===== src/rtl/mu0_pkg.sv =====
// Shared encodings for the MU0 control unit: opcodes, ALU functions, mux selects, states.
package mu0_pkg;

  localparam int unsigned ADRW = 12;
  localparam int unsigned OPW  = 4;
  localparam int unsigned AFW  = 4;
  localparam int unsigned BSW  = 2;

  localparam logic [OPW-1:0] OP_LDA = 4'h0;
  localparam logic [OPW-1:0] OP_STO = 4'h1;
  localparam logic [OPW-1:0] OP_ADD = 4'h2;
  localparam logic [OPW-1:0] OP_SUB = 4'h3;
  localparam logic [OPW-1:0] OP_JMP = 4'h4;
  localparam logic [OPW-1:0] OP_JGE = 4'h5;
  localparam logic [OPW-1:0] OP_JNE = 4'h6;
  localparam logic [OPW-1:0] OP_STP = 4'h7;
  localparam logic [OPW-1:0] OP_DEC = 4'h8;
  localparam logic [OPW-1:0] OP_MUL = 4'h9;
  localparam logic [OPW-1:0] OP_SHR = 4'hA;

  localparam logic [AFW-1:0] ALU_ZERO  = 4'd0;
  localparam logic [AFW-1:0] ALU_ADD   = 4'd1;
  localparam logic [AFW-1:0] ALU_SUB   = 4'd2;
  localparam logic [AFW-1:0] ALU_PASSB = 4'd3;
  localparam logic [AFW-1:0] ALU_INCB  = 4'd4;
  localparam logic [AFW-1:0] ALU_INCA  = 4'd5;
  localparam logic [AFW-1:0] ALU_DECA  = 4'd6;
  localparam logic [AFW-1:0] ALU_MUL   = 4'd7;
  localparam logic [AFW-1:0] ALU_SHR   = 4'd8;

  localparam logic [BSW-1:0] BSEL_MEM = 2'd0;
  localparam logic [BSW-1:0] BSEL_PC  = 2'd1;
  localparam logic [BSW-1:0] BSEL_IR  = 2'd2;

  typedef enum logic [1:0] {
    ST_FETCH = 2'd0,
    ST_EXEC  = 2'd1,
    ST_HALT  = 2'd2
  } state_t;

  // EXEC-phase control word; enables here are before wait-state gating
  typedef struct packed {
    logic [AFW-1:0] alufs;
    logic           asel;
    logic [BSW-1:0] bsel;
    logic           acc_ce;
    logic           pc_ce;
    logic           acc_oe;
    logic           mem_rq;
    logic           rnw;
    logic           is_stp;
    logic           illegal;
  } exec_ctrl_t;

endpackage


===== src/rtl/mu0_decode.sv =====
// Combinational opcode decode producing the EXEC-phase control word.
module mu0_decode
  import mu0_pkg::*;
(
  input  logic [OPW-1:0] opcode,
  input  logic           acc_z,
  input  logic           acc_n,
  output exec_ctrl_t     ctrl
);

  always_comb begin
    ctrl = '0;
    unique case (opcode)
      OP_LDA: begin
        ctrl.mem_rq = 1'b1; ctrl.asel = 1'b1; ctrl.rnw = 1'b1;
        ctrl.bsel = BSEL_MEM; ctrl.alufs = ALU_PASSB; ctrl.acc_ce = 1'b1;
      end
      OP_STO: begin
        ctrl.mem_rq = 1'b1; ctrl.asel = 1'b1; ctrl.acc_oe = 1'b1;
      end
      OP_ADD, OP_SUB, OP_MUL: begin
        ctrl.mem_rq = 1'b1; ctrl.asel = 1'b1; ctrl.rnw = 1'b1;
        ctrl.bsel = BSEL_MEM; ctrl.acc_ce = 1'b1;
        ctrl.alufs = (opcode == OP_ADD) ? ALU_ADD :
                     (opcode == OP_SUB) ? ALU_SUB : ALU_MUL;
      end
      OP_JMP, OP_JGE, OP_JNE: begin
        ctrl.bsel  = BSEL_IR;
        ctrl.alufs = ALU_PASSB;
        ctrl.pc_ce = (opcode == OP_JMP) ? 1'b1 :
                     (opcode == OP_JGE) ? ~acc_n : ~acc_z;
      end
      OP_DEC: begin
        ctrl.alufs = ALU_DECA; ctrl.acc_ce = 1'b1;
      end
      OP_SHR: begin
        ctrl.alufs = ALU_SHR; ctrl.acc_ce = 1'b1;
      end
      OP_STP:  ctrl.is_stp  = 1'b1;
      default: ctrl.illegal = 1'b1;
    endcase
  end

endmodule


===== src/rtl/mu0_control.sv =====
// MU0 sequencing control: fetch/execute FSM with memory wait states, halt and retire counter.
module mu0_control
  import mu0_pkg::*;
#(
  parameter int unsigned IRW  = 16,
  parameter int unsigned CNTW = 16
) (
  input  logic                    clk,
  input  logic                    rst_n,
  input  logic [IRW-ADRW-1:0]     opcode,
  input  logic                    acc_z,
  input  logic                    acc_n,
  input  logic                    mem_ready,
  input  logic                    go,
  output logic [AFW-1:0]          ALUfs,
  output logic                    Asel,
  output logic [BSW-1:0]          Bsel,
  output logic                    ACCce,
  output logic                    PCce,
  output logic                    IRce,
  output logic                    ACCoe,
  output logic                    MEMrq,
  output logic                    RnW,
  output logic                    halted,
  output logic                    illegal_op,
  output logic [CNTW-1:0]         instr_count
);

  state_t     state_q, state_d;
  exec_ctrl_t dec;
  logic       retire;
  logic       done;

  mu0_decode u_decode (
    .opcode (OPW'(opcode)),
    .acc_z  (acc_z),
    .acc_n  (acc_n),
    .ctrl   (dec)
  );

  always_ff @(posedge clk or negedge rst_n) begin
    if (!rst_n) begin
      state_q     <= ST_FETCH;
      instr_count <= '0;
    end else begin
      state_q <= state_d;
      if (retire) instr_count <= instr_count + CNTW'(1);
    end
  end

  // Next state and outputs; selects stay stable across waits, only enables gate on mem_ready
  always_comb begin
    state_d    = state_q;
    retire     = 1'b0;
    done       = 1'b0;
    ALUfs      = ALU_ZERO;
    Asel       = 1'b0;
    Bsel       = BSEL_MEM;
    ACCce      = 1'b0;
    PCce       = 1'b0;
    IRce       = 1'b0;
    ACCoe      = 1'b0;
    MEMrq      = 1'b0;
    RnW        = 1'b0;
    halted     = 1'b0;
    illegal_op = 1'b0;

    unique case (state_q)
      ST_FETCH: begin
        MEMrq = 1'b1;
        RnW   = 1'b1;
        Bsel  = BSEL_PC;
        ALUfs = ALU_INCB;
        if (mem_ready) begin
          IRce    = 1'b1;
          PCce    = 1'b1;
          state_d = ST_EXEC;
        end
      end
      ST_EXEC: begin
        done       = dec.mem_rq ? mem_ready : 1'b1;
        ALUfs      = dec.alufs;
        Asel       = dec.asel;
        Bsel       = dec.bsel;
        MEMrq      = dec.mem_rq;
        RnW        = dec.rnw;
        ACCoe      = dec.acc_oe;
        ACCce      = dec.acc_ce & done;
        PCce       = dec.pc_ce & done;
        illegal_op = dec.illegal;
        if (done) begin
          retire  = 1'b1;
          state_d = dec.is_stp ? ST_HALT : ST_FETCH;
        end
      end
      ST_HALT: begin
        halted = 1'b1;
        if (go) state_d = ST_FETCH;
      end
      default: state_d = ST_FETCH;
    endcase

    // Outputs are forced low for as long as reset is held
    if (!rst_n) begin
      ALUfs      = ALU_ZERO;
      Asel       = 1'b0;
      Bsel       = BSEL_MEM;
      ACCce      = 1'b0;
      PCce       = 1'b0;
      IRce       = 1'b0;
      ACCoe      = 1'b0;
      MEMrq      = 1'b0;
      RnW        = 1'b0;
      halted     = 1'b0;
      illegal_op = 1'b0;
      retire     = 1'b0;
    end
  end

endmodule


===== config.mk =====
export PLATFORM = sky130hd
export DESIGN_NAME = mu0_control
export DESIGN_NICKNAME = d
export VERILOG_FILES = /design/src/rtl/mu0_pkg.sv /design/src/rtl/mu0_decode.sv /design/src/rtl/mu0_control.sv
export SDC_FILE = /design/constraint.sdc
export NUM_CORES = 1
export LEC_CHECK = 0
export CORE_MARGIN = 5
export CORE_UTILIZATION = 50
export DETAILED_ROUTE_END_ITERATION = 6
export DONT_BUFFER_PORTS = 1
export PLACE_DENSITY = 0.69
export SLEW_MARGIN = 5
export SYNTH_ARGS = -nofsm -noshare
export SYNTH_HDL_FRONTEND = slang
export SYNTH_SLANG_ARGS = --single-unit

===== constraint.sdc =====
create_clock -name clk -period 1.5 [get_ports clk]
set_input_delay 0.225 -clock clk [delete_from_list [all_inputs] [get_ports clk]]
set_output_delay 0.225 -clock clk [all_outputs]
set_load 0.02 [all_outputs]

Word level (Yosys, flattened, before mapping). Cells that the tools add are included.

Register bits: 18. Bits in latches: 0. RAM bits: 0. Memory bits (read-only): 0. Input bits: 10. Output and inout bits: 31. Logic and storage cells: 77. Memories kept: 0.

Add/subtract/negate cells: 1. Multiply operators: 0. Divide/modulo/power cells: 0. Order comparisons: 0. Eq/ne operators: 15. Shifts and indexed selects: 0. Muxes and demuxes: 45. Bitwise logic cells: 4. Reductions and logical operators: 10.

Operator list (count): 2-to-1 mux 1 bit (29); adder 16 x 1 -> 16 bit (second input constant) (1); == test 4 x 3 -> 1 bit (second input constant) (4); case mux 4 bit (4 select lines) (1); == test 4 bit (second input constant) (3); 2-to-1 mux 2 bit (6); OR reduction 11 bit (1); == test 4 x 2 -> 1 bit (second input constant) (2); 2-to-1 mux 4 bit (2); case mux 4 bit (2 select lines) (1); OR reduction 4 bit (2); != test 2 bit (second input constant) (3); case mux 1 bit (2 select lines) (3); case mux 2 bit (3 select lines) (1); OR reduction 3 bit (2); OR reduction 6 bit (1); OR reduction 5 bit (1); == test 4 x 1 -> 1 bit (second input constant) (1); zero test 4 bit (1); case mux 2 bit (2 select lines) (1); 2-to-1 mux 3 bit (1); AND reduction 3 bit (1); bitwise AND 1 bit (2); == test 2 x 1 -> 1 bit (second input constant) (1); 3 further kinds (4).

Logic depth before layout (Yosys ltp). Gate-level depths: netlist (run 1).

Word-level depth: 7. Mapped depth: 5. Gate-level depth less buffers: 4.

By module. Synthesis (run 1) repeated with hierarchy kept, for this count alone.

Cell total of the unflattened synthesis: 123. Area, all modules: 1219.9 um2.

By module, submodules not included: mu0_control (instances 1, cells an instance 87, area each 968.4 um2, sequential area each 450.4 um2); mu0_decode (instances 1, cells an instance 36, area each 251.5 um2, sequential area each 0.0 um2).

Least setup slack after synthesis (run 1). Ideal clock, no wire load.

Path type: register -> output. Start point: reg state_q[1]. End point: out ACCce. Arrival time: 1891 ps. Data required time: 1275 ps. Setup slack: -616 ps. Cell stages (with the launch flop): 4. Path buffers: 1. Cell sequence: dfrtp_1 > nand3b_1 > clkbuf_1 > a2111oi_0.

Longest elaborated chain between the ends: 3.

Ends and longest elaborated chain: start: declaration (RTL line mu0_control.sv:29) `state_t state_q, state_d;`; start signal: assignment (RTL line mu0_control.sv:46) `state_q <= state_d;`; == test 2 x 1 -> 1 bit (RTL line mu0_control.sv:68) `unique case (state_q)`; 2-to-1 mux 1 bit (RTL line mu0_control.sv:68); 2-to-1 mux 1 bit (RTL line mu0_control.sv:104) `if (!rst_n) begin`; end: declaration (RTL line mu0_control.sv:18) `output logic ACCce,`.

Every way passes these cells.

Final worst setup path (run 1).
Start point: reg state_q[1]. End point: out ACCoe.

Longest elaborated chain between the ends: 3.

Ends and longest elaborated chain: == test 2 x 1 -> 1 bit (RTL line mu0_control.sv:68); 2-to-1 mux 1 bit (RTL line mu0_control.sv:68); 2-to-1 mux 1 bit (RTL line mu0_control.sv:104); end: declaration (RTL line mu0_control.sv:21) `output logic ACCoe,`.

Every way passes these cells.

==> results of run 1 <==
==> cell type report <==
class                   instances  share of cell area
clock buffers                   4              0.0216
inverters                       1             0.00224
multi-input cells              98               0.508
flip-flops and latches         18               0.269
well taps                      28              0.0209
repair buffers                 37               0.178
==> stage by stage <==
step | util | setup TNS [ps]
after CTS | 0.713 | -1280
final | 0.759 | -1730
after global routing | 0.759 | -3590
after detailed placement | 0.637 | 0
after floorplan | - | -727
after global placement | 0.637 | 0
==> worst max-delay path: cells and delay by family, from the launching register on <==
family                 cells  cell delay, ps
and+or+nand+nor            2             390
DFF                        1             400
buffers and inverters      2             340
==> cell families after synthesis <==
logic type                 Yosys count  share of synthesized area
AOI/OAI and AO/OA                   16                      0.101
xor gates and xnor gates            16                      0.120
DFF                                 18                      0.386
muxes                                1                    0.00966
buffers and inverters                7                     0.0290
adders and majority gates            1                     0.0107
and+or+nand+nor                     64                      0.343
==> worst max-delay path by stage <==
stage	startpoint	to	cells past startpoint
after floorplan	state_q[1]	ACCoe	3
after global placement	state_q[1]	ACCce	4
after detailed placement	state_q[1]	ACCce	4
after CTS	state_q[1]	ALUfs[3]	4
after global routing	state_q[1]	ALUfs[3]	4
final	state_q[1]	ACCoe	4
==> routing by layer <==
| layer | global-route usage | vias to the layer above | share of wire | routed length (µm) |
|---|---|---|---|---|
| li1 | - | 510 | - | - |
| met1 | 0.213 | 509 | 0.41 | 1330 |
| met2 | 0.325 | 35 | 0.50 | 1590 |
| met3 | 0.0504 | 6 | 0.059 | 188 |
| met4 | 0.0762 | 0 | 0.028 | 89 |
| met5 | 0 | - | 0 | 0 |
==> power groups by stage <==
stage               logic [mW]  clock network [mW]  registers [mW]
floorplan                0.217                   0           0.739
global placement         0.503                   0           0.637
detailed placement       0.516                   0           0.639
CTS                      0.573               0.303           0.629
global route             0.692               0.327           0.646
finish                   0.650               0.301           0.634
==> state kept, by name, indices dropped and copies added (netlist names) <==
register     cells
instr_count     16
state_q          2
==> layout by cell type (no fill, tap or decap), drive strengths merged, types with 7 or more instances in the layout <==
cell,instances
buf,36
dfrtp,18
nor2,14
xnor2,8
nand2,8
xor2,8
nor3,8
nand3,8
a21oi,7
==> repair_timing <==
| action | CTS | global route |
|---|---|---|
| hold endpoints to repair | 18 | 0 |
| resized for setup | 21 | 19 |
| pin swaps | 6 | 14 |
| buffers inserted | 3 | 3 |
| setup endpoints to repair | 14 | 25 |
| cloned | 0 | 0 |
| hold buffers | 1 | 0 |
==> summary.md, run 1 <==
| Metric | Value |
|---|---|
| Status | `finished with violations` |
| Failing checks | `negative setup slack` |
| Vias in the first global route | `1076` |
| Root Buffer | `clkbuf_4` |
| I/O Pins | `41` |
| Hold EP | `state_q[1]` |
| Slowest stage delay, CP | `400 ps` |
| Final Setup Violations | `21` |
| Crit share post-route | `1.10` |
| Worst-case hold slack | `27.9 ps` |
| Share of cells above drive strength 1 | `0.481` |
| Buffers on Ports | `0` |
| Hold crit path type | `in2reg` |
| Vias | `1060` |
| # diodes | `0` |
| # placed instances | `176` |
| Critical path type | `reg2out` |
| Synth top area share | `0.386` |
| Post-layout net count | `170` |
| CP Data Required Time | `1270 ps` |
| Synthesized area | `1170 µm²` |
| Sequential Power Share | `0.400` |
| Area contributors post-synth | `dfrtp_1 39%, xnor2_1 6.0%, xor2_1 6.0%, nor2_1 4.2%, nand3_1 3.4%` |
| GRT Total Usage | `0.186` |
| Reg-to-reg endpoint | `instr_count[3]` |
| DRC Markers | `0` |
| Most common flop cell mapped by yosys | `dfrtp_1` |
| Worst reg2reg path depth | `8` |
| Final instance area | `1680 µm²` |
| Warnings, synthesis | `0` |
| Detailed-route wire length | `3200 µm` |
| H-tree depth | `1` |
| First-pass detailed-route iteration total | `4` |
| Minimum clock period after layout | `1650 ps` |
| Sw frac | `0.383` |
| Max Cap Violations | `0` |
| Grt ovf | `0` |
| Dominant cell type by area after synthesis | `dfrtp_1` |
| Final critical-path setup slack | `-146 ps` |
| Hold Path Origin | `go` |
| Clock power share | `0.190` |
| Max stage delay cell, worst path | `dfrtp_1` |
| Worst vdd ir | `0.000680 V` |
| Fillers | `152` |
| Storage cell area | `452 µm²` |
| Asr flop ratio synth | `1.00` |
| Rows | `17` |
| Post-Syn Nets | `134` |
| Die area | `3400 µm²` |
| FMAX | `607 MHz` |
| Share of the yosys chip area belonging to registers | `0.386` |
| Slew @ Worst Pin | `777 ps` |
| Clock Latency Late Sink | `290 ps` |
| Critical R2R Launch | `state_q[1]` |
| Cells after synthesis | `123` |
| Mean area per synthesized cell | `9.48 µm²` |
| Power per standard cell area | `944 nW/µm²` |
| DP Worst Slack | `83.5 ps` |
| CTS tree | `yes` |
| Unrepaired setup endpoints after global routing | `yes` |
| Fin Clk Skew | `5.94 ps` |
| Layout area overhead | `44.0%` |
| Flop-to-flop setup slack | `-100 ps` |
| Max Slew Vio Count | `0` |
| Synth cell count leaders | `18 x dfrtp_1, 13 x nor2_1` |
| Largest net degree at the start of global routing | `19` |
| CTS max path bufs | `2` |
| Footprint of the multi-input gates | `853 µm²` |
| Crit path launch type | `flop` |
| Worst Setup End Kind | `output pin` |
| Crit path cell chain | `nand3b_1, buf_6, nor4_2, buf_4` |
| DP Area | `1410 µm²` |
| Yosys cell types | `39` |
| DR iter-0 viols | `18` |
| Maximum net fanout on the critical path | `8` |
| First-pass GRT wire length | `4960 µm` |
| Initial antenna violation count | `0` |
| Final hold vios | `0` |
| Die span in y | `58.3 µm` |
| HPWL Detailed | `2030 µm` |
| Hold path depth | `1` |
| Clock-pin slew on the worst setup and hold paths | `100 ps` |
| Placer congestion estimate | `0.744` |
| CTS Sinks | `18` |
| Gate power share | `0.410` |
| Most instantiated library cell after synthesis | `dfrtp_1` |
| Core Area | `2210 µm²` |
| Cell-internal power | `0.977 mW` |
| Register bit count reported by yosys | `18` |
| Relative max-transition margin | `0.480` |
| Finished Layout Cells | `186` |
| Net Sw Power | `0.608 mW` |
| Arrival @ worst endpoint | `1420 ps` |
| Post-synth EDFFs | `0` |
| Width of the die | `58.3 µm` |
| DR WL/cell | `17.2 µm` |
| DR vias/cell | `5.70` |
| Starting Density | `0.527` |
| Remaining antenna violation count | `0` |
| CTS Buf Count | `3` |
| P_leak | `0.738 nW` |
| Final Power | `1.58 mW` |
Power figures use the tool's default switching activity.
==> inputs of run 2 (changes only) <==
Settings changed: REMOVE_ABC_BUFFERS from default to 1.
==> run 2 against run 1 <==
Net effect: the run still ends with negative setup slack left; worst setup slack worse by 63 ps; first-iteration DRC count is 17% lower; clock-buffer cell count unchanged; flip-flop and latch count stayed put; critical path depth stayed put; final area rose by 0.30%; non-clock buffer count increased by 2; combinational power fell by 5.2%; critical endpoint is now ACCce; largest cell class unchanged.
==> summary.md, run 2 (same netlist as run 1, synthesis figures left out) <==
| Metric | Value |
|---|---|
| Status | `finished with violations` |
| Failing checks | `negative setup slack` |
| Final Power | `1.53 mW (-3.5%)` |
| Vias in the first global route | `1016 (-5.6%)` |
| FMAX | `585 MHz (-3.7%)` |
| P_leak | `0.753 nW (+2.1%)` |
| Slowest stage delay, CP | `390 ps (about the same)` |
| Hold path depth | `2 (+1)` |
| DR WL/cell | `16.2 µm (-5.7%)` |
| Rows | `17 (unchanged)` |
| DRC Markers | `0 (unchanged)` |
| CP delay by family, top | `flip-flops` |
| Crit path cell chain | `nand3b_1, buf_4, a2111oi_4, buf_4` |
| Layout area overhead | `44.4%` |
| Width of the die | `58.3 µm (unchanged)` |
| First-pass GRT wire length | `5060 µm (+1.9%)` |
| Arrival @ worst endpoint | `1480 ps (+60 ps)` |
| CP Data Required Time | `1270 ps (about the same)` |
| Critical path type | `reg2out` |
| Starting Density | `0.527 (unchanged)` |
| Post-layout net count | `172 (+1.2%)` |
| Maximum net fanout on the critical path | `2 (-6)` |
| Fillers | `155 (+2.0%)` |
| DR iter-0 viols | `15 (-3)` |
| Power per standard cell area | `908 nW/µm² (-3.8%)` |
| Final hold vios | `0 (unchanged)` |
| DP Area | `1430 µm² (+1.2%)` |
| Worst Setup End Kind | `output pin` |
| # placed instances | `179 (+1.7%)` |
| Biggest regs | `instr_count x16, state_q x2` |
| Met3 wire len | `180 µm (-4.3%)` |
| Clock Latency Late Sink | `300 ps (about the same)` |
| Placer congestion estimate | `0.817 (+9.8%)` |
| Worst reg2reg path depth | `8 (unchanged)` |
| Largest net degree at the start of global routing | `19 (unchanged)` |
| Slew @ Worst Pin | `797 ps (+20.6 ps)` |
| Finished Layout Cells | `188 (+1.1%)` |
| Vias | `1058 (-0.19%)` |
| Detailed-route wire length | `3050 µm (-4.7%)` |
| Final Setup Violations | `20 (-4.8%)` |
| Final instance area | `1680 µm² (+0.30%)` |
| Root Buffer | `clkbuf_4` |
| Initial antenna violation count | `0 (unchanged)` |
| Setup TNS | `-2360 ps (-629 ps)` |
| Core Area | `2210 µm² (unchanged)` |
| Grt ovf | `0 (unchanged)` |
| Crit path depth | `4 (unchanged)` |
| Clock-pin slew on the worst setup and hold paths | `100 ps (about the same)` |
| Hold crit path type | `in2reg` |
| Top cell by count, worst path | `buf_4` |
| Max Slew Vio Count | `0 (unchanged)` |
| H-tree depth | `1 (unchanged)` |
| Share of cells above drive strength 1 | `0.438 (-0.0435)` |
| HPWL Detailed | `2160 µm (+6.4%)` |
| Largest Register | `instr_count` |
| Largest register FFs | `16 (unchanged)` |
| Most frequent cells in the layout | `30 x buf_4, 18 x dfrtp_1` |
| Buffers on Ports | `0 (unchanged)` |
| I/O Pins | `41 (unchanged)` |
| Crit share post-route | `1.14 (+0.0421)` |
| DR vias/cell | `5.63 (-1.3%)` |
| Relative max-transition margin | `0.467 (-0.0138)` |
| Worst vdd ir | `0.000855 V (+26%)` |
| Remaining antenna violation count | `0 (unchanged)` |
| Fin Clk Skew | `5.45 ps (-0.484 ps)` |
| GRT Total Usage | `0.191 (+0.00506)` |
| Die span in y | `58.3 µm (unchanged)` |
| Unrepaired setup endpoints after global routing | `yes` |
| Met1 WL | `1320 µm (-0.68%)` |
| Minimum clock period after layout | `1710 ps (+63.1 ps)` |
| Commonest non-fill, non-tap cell in the layout | `buf_4` |
| Core Util, Final | `0.761 (+0.00226)` |
| Final critical-path setup slack | `-209 ps (-63.1 ps)` |
| CTS tree | `yes` |
| CTS Sinks | `18 (unchanged)` |
| CTS max path bufs | `2 (unchanged)` |
| Max stage delay cell, worst path | `dfrtp_1` |
| Crit path launch type | `flop` |
| Die area | `3400 µm² (unchanged)` |
| First-pass detailed-route iteration total | `4 (unchanged)` |
| Max layer used | `met4` |
| Worst-case hold slack | `104 ps (+76.2 ps)` |
| DP Worst Slack | `13.2 ps (-70.2 ps)` |
| Buf/Inv on CP | `2 (unchanged)` |
| CTS Buf Count | `3 (unchanged)` |
| Max Cap Violations | `0 (unchanged)` |
| Met2 wire length | `1530 µm (-3.9%)` |
| # diodes | `0 (unchanged)` |
[run 2: cell count changes in the layout (fill, tap and decap cells not counted), sizes merged]
cell,before,now
dlygate4sd3,1,2
buf,36,37
[run 2: cell type report]
| type | count | area, µm² | area share |
|---|---|---|---|
| flip-flops and latches | 18 | 450 | 0.267 |
| multi-input cells | 98 | 835 | 0.496 |
| repair buffers | 39 | 324 | 0.192 |
| inverters | 1 | 3.75 | 0.00223 |
| well taps | 28 | 35.0 | 0.0208 |
| clock buffers | 4 | 36.3 | 0.0215 |
[run 2: what timing repair did]
action / 4_1_cts / 5_1_grt
resized for setup: 22 / 14
endpoints found under the hold margin: 19 / 0
hold buffers: 2 / 0
setup buffers: 3 / 0
pin swaps: 4 / 2
endpoints found under the setup margin: 15 / 21
[run 2: worst paths after layout]
kind | start | to | slack, ps
worst max-delay path | state_q[1] | ACCce | -210
worst min-delay path | mem_ready | state_q[0] | 100
worst max register to register | state_q[1] | instr_count[11] | -170
worst min register to register | state_q[1] | state_q[0] | 590
max in group asynchronous | rst_n | instr_count[3] | 560
min in group asynchronous | rst_n | instr_count[11] | 450
[run 2: power breakdown]
part           leakage, nW  internal (mW)  total [mW]  switching [mW]
sequential           0.242          0.553       0.615          0.0622
combinational        0.490          0.267       0.616           0.349
clock               0.0210          0.148       0.298           0.150
[run 2: routing by layer]
layer | GRT usage | vias to the layer above
met2 | 0.305 | 24
met5 | 0 | -
li1 | - | 513
met3 | 0.0592 | 4
met1 | 0.260 | 517
met4 | 0.0298 | 0
[run 2: worst reg2reg max path: stages (launching register included)]
cell	delay (ps)
dfrtp_1	390
nand3b_1	210
buf_4	180
buf_4	120
buf_4	140
nor2_1	110
buf_4	150
nand3_1	100
xnor2_1	160
==> inputs of run 3 (changes only) <==
Settings changed: CAP_MARGIN from default to 5, SYNTH_HIERARCHICAL from default to 1.
==> run 3 against run 2 <==
Net effect: the flow still finishes with violations (negative setup slack); clock-buffer cell count decreased by 1; global-route usage fell by 1.7 points; register-to-register slack improved by 230 ps; sequential power is essentially flat; wire length shrank 7.9%; synthesized cell count is the same; total power shrank 1.9%; maximum frequency is 8.5% higher; worst setup slack improved by 130 ps; die area rose by 3.8%; worst hold slack lost 84 ps; utilization decreased by 10 points; critical endpoint is now MEMrq.
==> summary.md, run 3 <==
| Metric | Value |
|---|---|
| FMAX | `635 MHz (+8.5%)` |
| Initial antenna violation count | `0 (unchanged)` |
| Largest register FFs | `16 (unchanged)` |
| Buffers on Ports | `0 (unchanged)` |
| Crit share post-route | `1.05 (-0.0894)` |
| Asr flop ratio synth | `1.00 (unchanged)` |
| Synthesized area | `1220 µm² (+4.6%)` |
| First-pass detailed-route iteration total | `2 (-2)` |
| I/O Pins | `41 (unchanged)` |
| Flop-to-flop setup slack | `60 ps (+230 ps)` |
| Share of cells above drive strength 1 | `0.421 (-0.0168)` |
| Synth cell count leaders | `18 x dfrtp_1, 13 x xnor2_1, 11 x nor2_1` |
| Hold Path Origin | `go` |
| Hold crit path type | `in2reg` |
| DR WL/cell | `16.2 µm (+0.12%)` |
| P_leak | `0.720 nW (-4.5%)` |
| # diodes | `0 (unchanged)` |
| Commonest non-fill, non-tap cell in the layout | `buf_4` |
| CP Data Required Time | `1270 ps (about the same)` |
| First-pass GRT wire length | `4640 µm (-8.2%)` |
| Critical path type | `reg2out` |
| Slew @ Worst Pin | `826 ps (+28.6 ps)` |
| Critical R2R Launch | `instr_count[2]` |
| Reg-to-reg endpoint | `instr_count[10]` |
| Die span in y | `59.4 µm (+1.9%)` |
| CTS Buf Count | `3 (unchanged)` |
| Most frequent cells in the layout | `21 x buf_4, 17 x dfrtp_1, 13 x xnor2_1, 9 x nor2_1, 8 x nand2_1` |
| Arrival @ worst endpoint | `1350 ps (-130 ps)` |
| Largest net degree at the start of global routing | `19 (unchanged)` |
| Post-synth EDFFs | `0 (unchanged)` |
| Root Buffer | `clkbuf_4` |
| Largest Register | `instr_count` |
| HPWL Detailed | `1980 µm (-8.0%)` |
| Final hold vios | `0 (unchanged)` |
| CTS Sinks | `18 (unchanged)` |
| Final Setup Violations | `13 (-35%)` |
| Grt ovf | `0 (unchanged)` |
| Hold path depth | `1 (-1)` |
| Relative max-transition margin | `0.448 (-0.0191)` |
| Worst-case hold slack | `19.8 ps (-84.2 ps)` |
| Mean area per synthesized cell | `9.92 µm² (+4.6%)` |
| Max Slew Vio Count | `0 (unchanged)` |
| Area contributors post-synth | `dfrtp_1 37%, xnor2_1 9.3%, and3_2 4.3%, buf_6 3.7%, nor4_4 3.5%` |
| Fillers | `181 (+17%)` |
| Final critical-path setup slack | `-75.2 ps (+134 ps)` |
| Core Area | `2280 µm² (+2.9%)` |
| Worst Setup End Kind | `output pin` |
| Hold EP | `state_q[1]` |
| Die area | `3530 µm² (+3.8%)` |
| Clock-pin slew on the worst setup and hold paths | `100 ps (about the same)` |
| Power per standard cell area | `999 nW/µm² (+10%)` |
| Most common flop cell mapped by yosys | `dfrtp_1` |
| Max Cap Violations | `0 (unchanged)` |
| Cells after synthesis | `123 (unchanged)` |
| GRT Total Usage | `0.174 (-0.0171)` |
| Unrepaired setup endpoints after global routing | `yes` |
| Fin Clk Skew | `3.11 ps (-2.34 ps)` |
| Warnings, synthesis | `6 (+6)` |
| Post-layout net count | `158 (-8.1%)` |
| DR iter-0 viols | `16 (+1)` |
| Failing checks | `negative setup slack` |
| Minimum clock period after layout | `1580 ps (-134 ps)` |
| Status | `finished with violations` |
| Placer congestion estimate | `0.777 (-4.8%)` |
| Yosys cell types | `37 (-5.1%)` |
| Worst vdd ir | `0.000869 V (+1.7%)` |
| Clock Latency Late Sink | `300 ps (about the same)` |
| Biggest regs | `instr_count x16, state_q x2` |
| Dominant cell type by area after synthesis | `dfrtp_1` |
| Layout area overhead | `23.1%` |
| Register bit count reported by yosys | `18 (unchanged)` |
| Synth top area share | `0.369 (-0.0170)` |
| Vias | `964 (-8.9%)` |
| Setup TNS | `-747 ps (+1610 ps)` |
| Share of the yosys chip area belonging to registers | `0.369 (-0.0170)` |
| Remaining antenna violation count | `0 (unchanged)` |
| CTS max path bufs | `2 (unchanged)` |
| Crit path launch type | `flop` |
| Maximum net fanout on the critical path | `7 (+5)` |
| Rows | `17 (unchanged)` |
| Width of the die | `59.4 µm (+1.9%)` |
| Starting Density | `0.536 (+0.00886)` |
| DRC Markers | `0 (unchanged)` |
| CTS tree | `yes` |
| H-tree depth | `1 (unchanged)` |
| Detailed-route wire length | `2810 µm (-7.9%)` |
| DR vias/cell | `5.57 (-0.98%)` |
| Vias in the first global route | `961 (-5.4%)` |
| Most instantiated library cell after synthesis | `dfrtp_1` |
| Worst reg2reg path depth | `5 (-3)` |
==> run 3: critical path: stages (launching register included) <==
cell and delay (ps):
dfrtp_1 400, buf_6 130, nor2b_4 130, buf_6 130
nor2b_4 140, buf_6 120
==> run 3: layout make-up <==
cell class / count / area (µm²) / area share
Multi-Input combinational cell: 94 / 754 / 0.503
Sequential cell: 18 / 452 / 0.301
Timing Repair Buffer: 27 / 224 / 0.149
Tap cell: 28 / 35.0 / 0.0233
Clock buffer: 3 / 22.5 / 0.0150
Inverter: 3 / 13.8 / 0.00917
==> run 3: worst max-delay path by stage <==
stage / endpoint / from
after CTS: MEMrq / state_q[1]
after floorplan: instr_count[12] / instr_count[0]
after detailed placement: instr_count[10] / state_q[0]
after global placement: instr_count[11] / opcode[1]
after global routing: ALUfs[0] / state_q[1]
final: MEMrq / state_q[1]
==> run 3: logic make-up (layout without fill, tap and decap cells) <==
family          Yosys count  in the layout  share of synthesized area
fa+ha+maj                 1              1                     0.0103
flops                    18             18                      0.369
mux                       2              2                     0.0174
other cells               1              1                    0.00307
buf+inv                  11             33                     0.0738
xor+xnor                 17             17                      0.122
simple gates             60             60                      0.332
compound gates           13             13                     0.0718
==> run 3: repair_timing <==
item / in CTS / in global routing
gates resized for setup: 24 / 8
hold buffers: 1 / 0
endpoints found under the setup margin: 16 / 24
gates cloned: 1 / 0
pin swaps: 4 / 5
setup buffers: 3 / 2
hold endpoints to repair: 18 / 0
==> run 3: metrics by stage <==
| stage | area (µm²) | instances | setup WS, ps | total power [mW] | utilization |
|---|---|---|---|---|---|
| after global placement | 1330 | 163 | 60.3 | 1.11 | 0.583 |
| after CTS | 1460 | 171 | -51.7 | 1.43 | 0.640 |
| after global routing | 1500 | 173 | -122 | 1.59 | 0.660 |
| final | 1500 | 173 | -75.2 | 1.50 | 0.660 |
| after detailed placement | 1330 | 163 | 15.5 | 1.13 | 0.583 |
| after floorplan | 1140 | 115 | -20.0 | 0.945 | - |
==> run 3: power by group <==
part	internal, mW	leakage (nW)	switching (mW)
Combinational	0.284	0.465	0.361
Sequential	0.554	0.241	0.0602
Clock	0.0937	0.0138	0.147
==> run 3: layer usage <==
| layer | share of wire | up-vias | global-route usage |
|---|---|---|---|
| li1 | - | 469 | - |
| met1 | 0.43 | 458 | 0.214 |
| met2 | 0.48 | 32 | 0.282 |
| met3 | 0.075 | 5 | 0.0479 |
| met4 | 0.019 | 0 | 0.0777 |
| met5 | 0 | - | 0 |
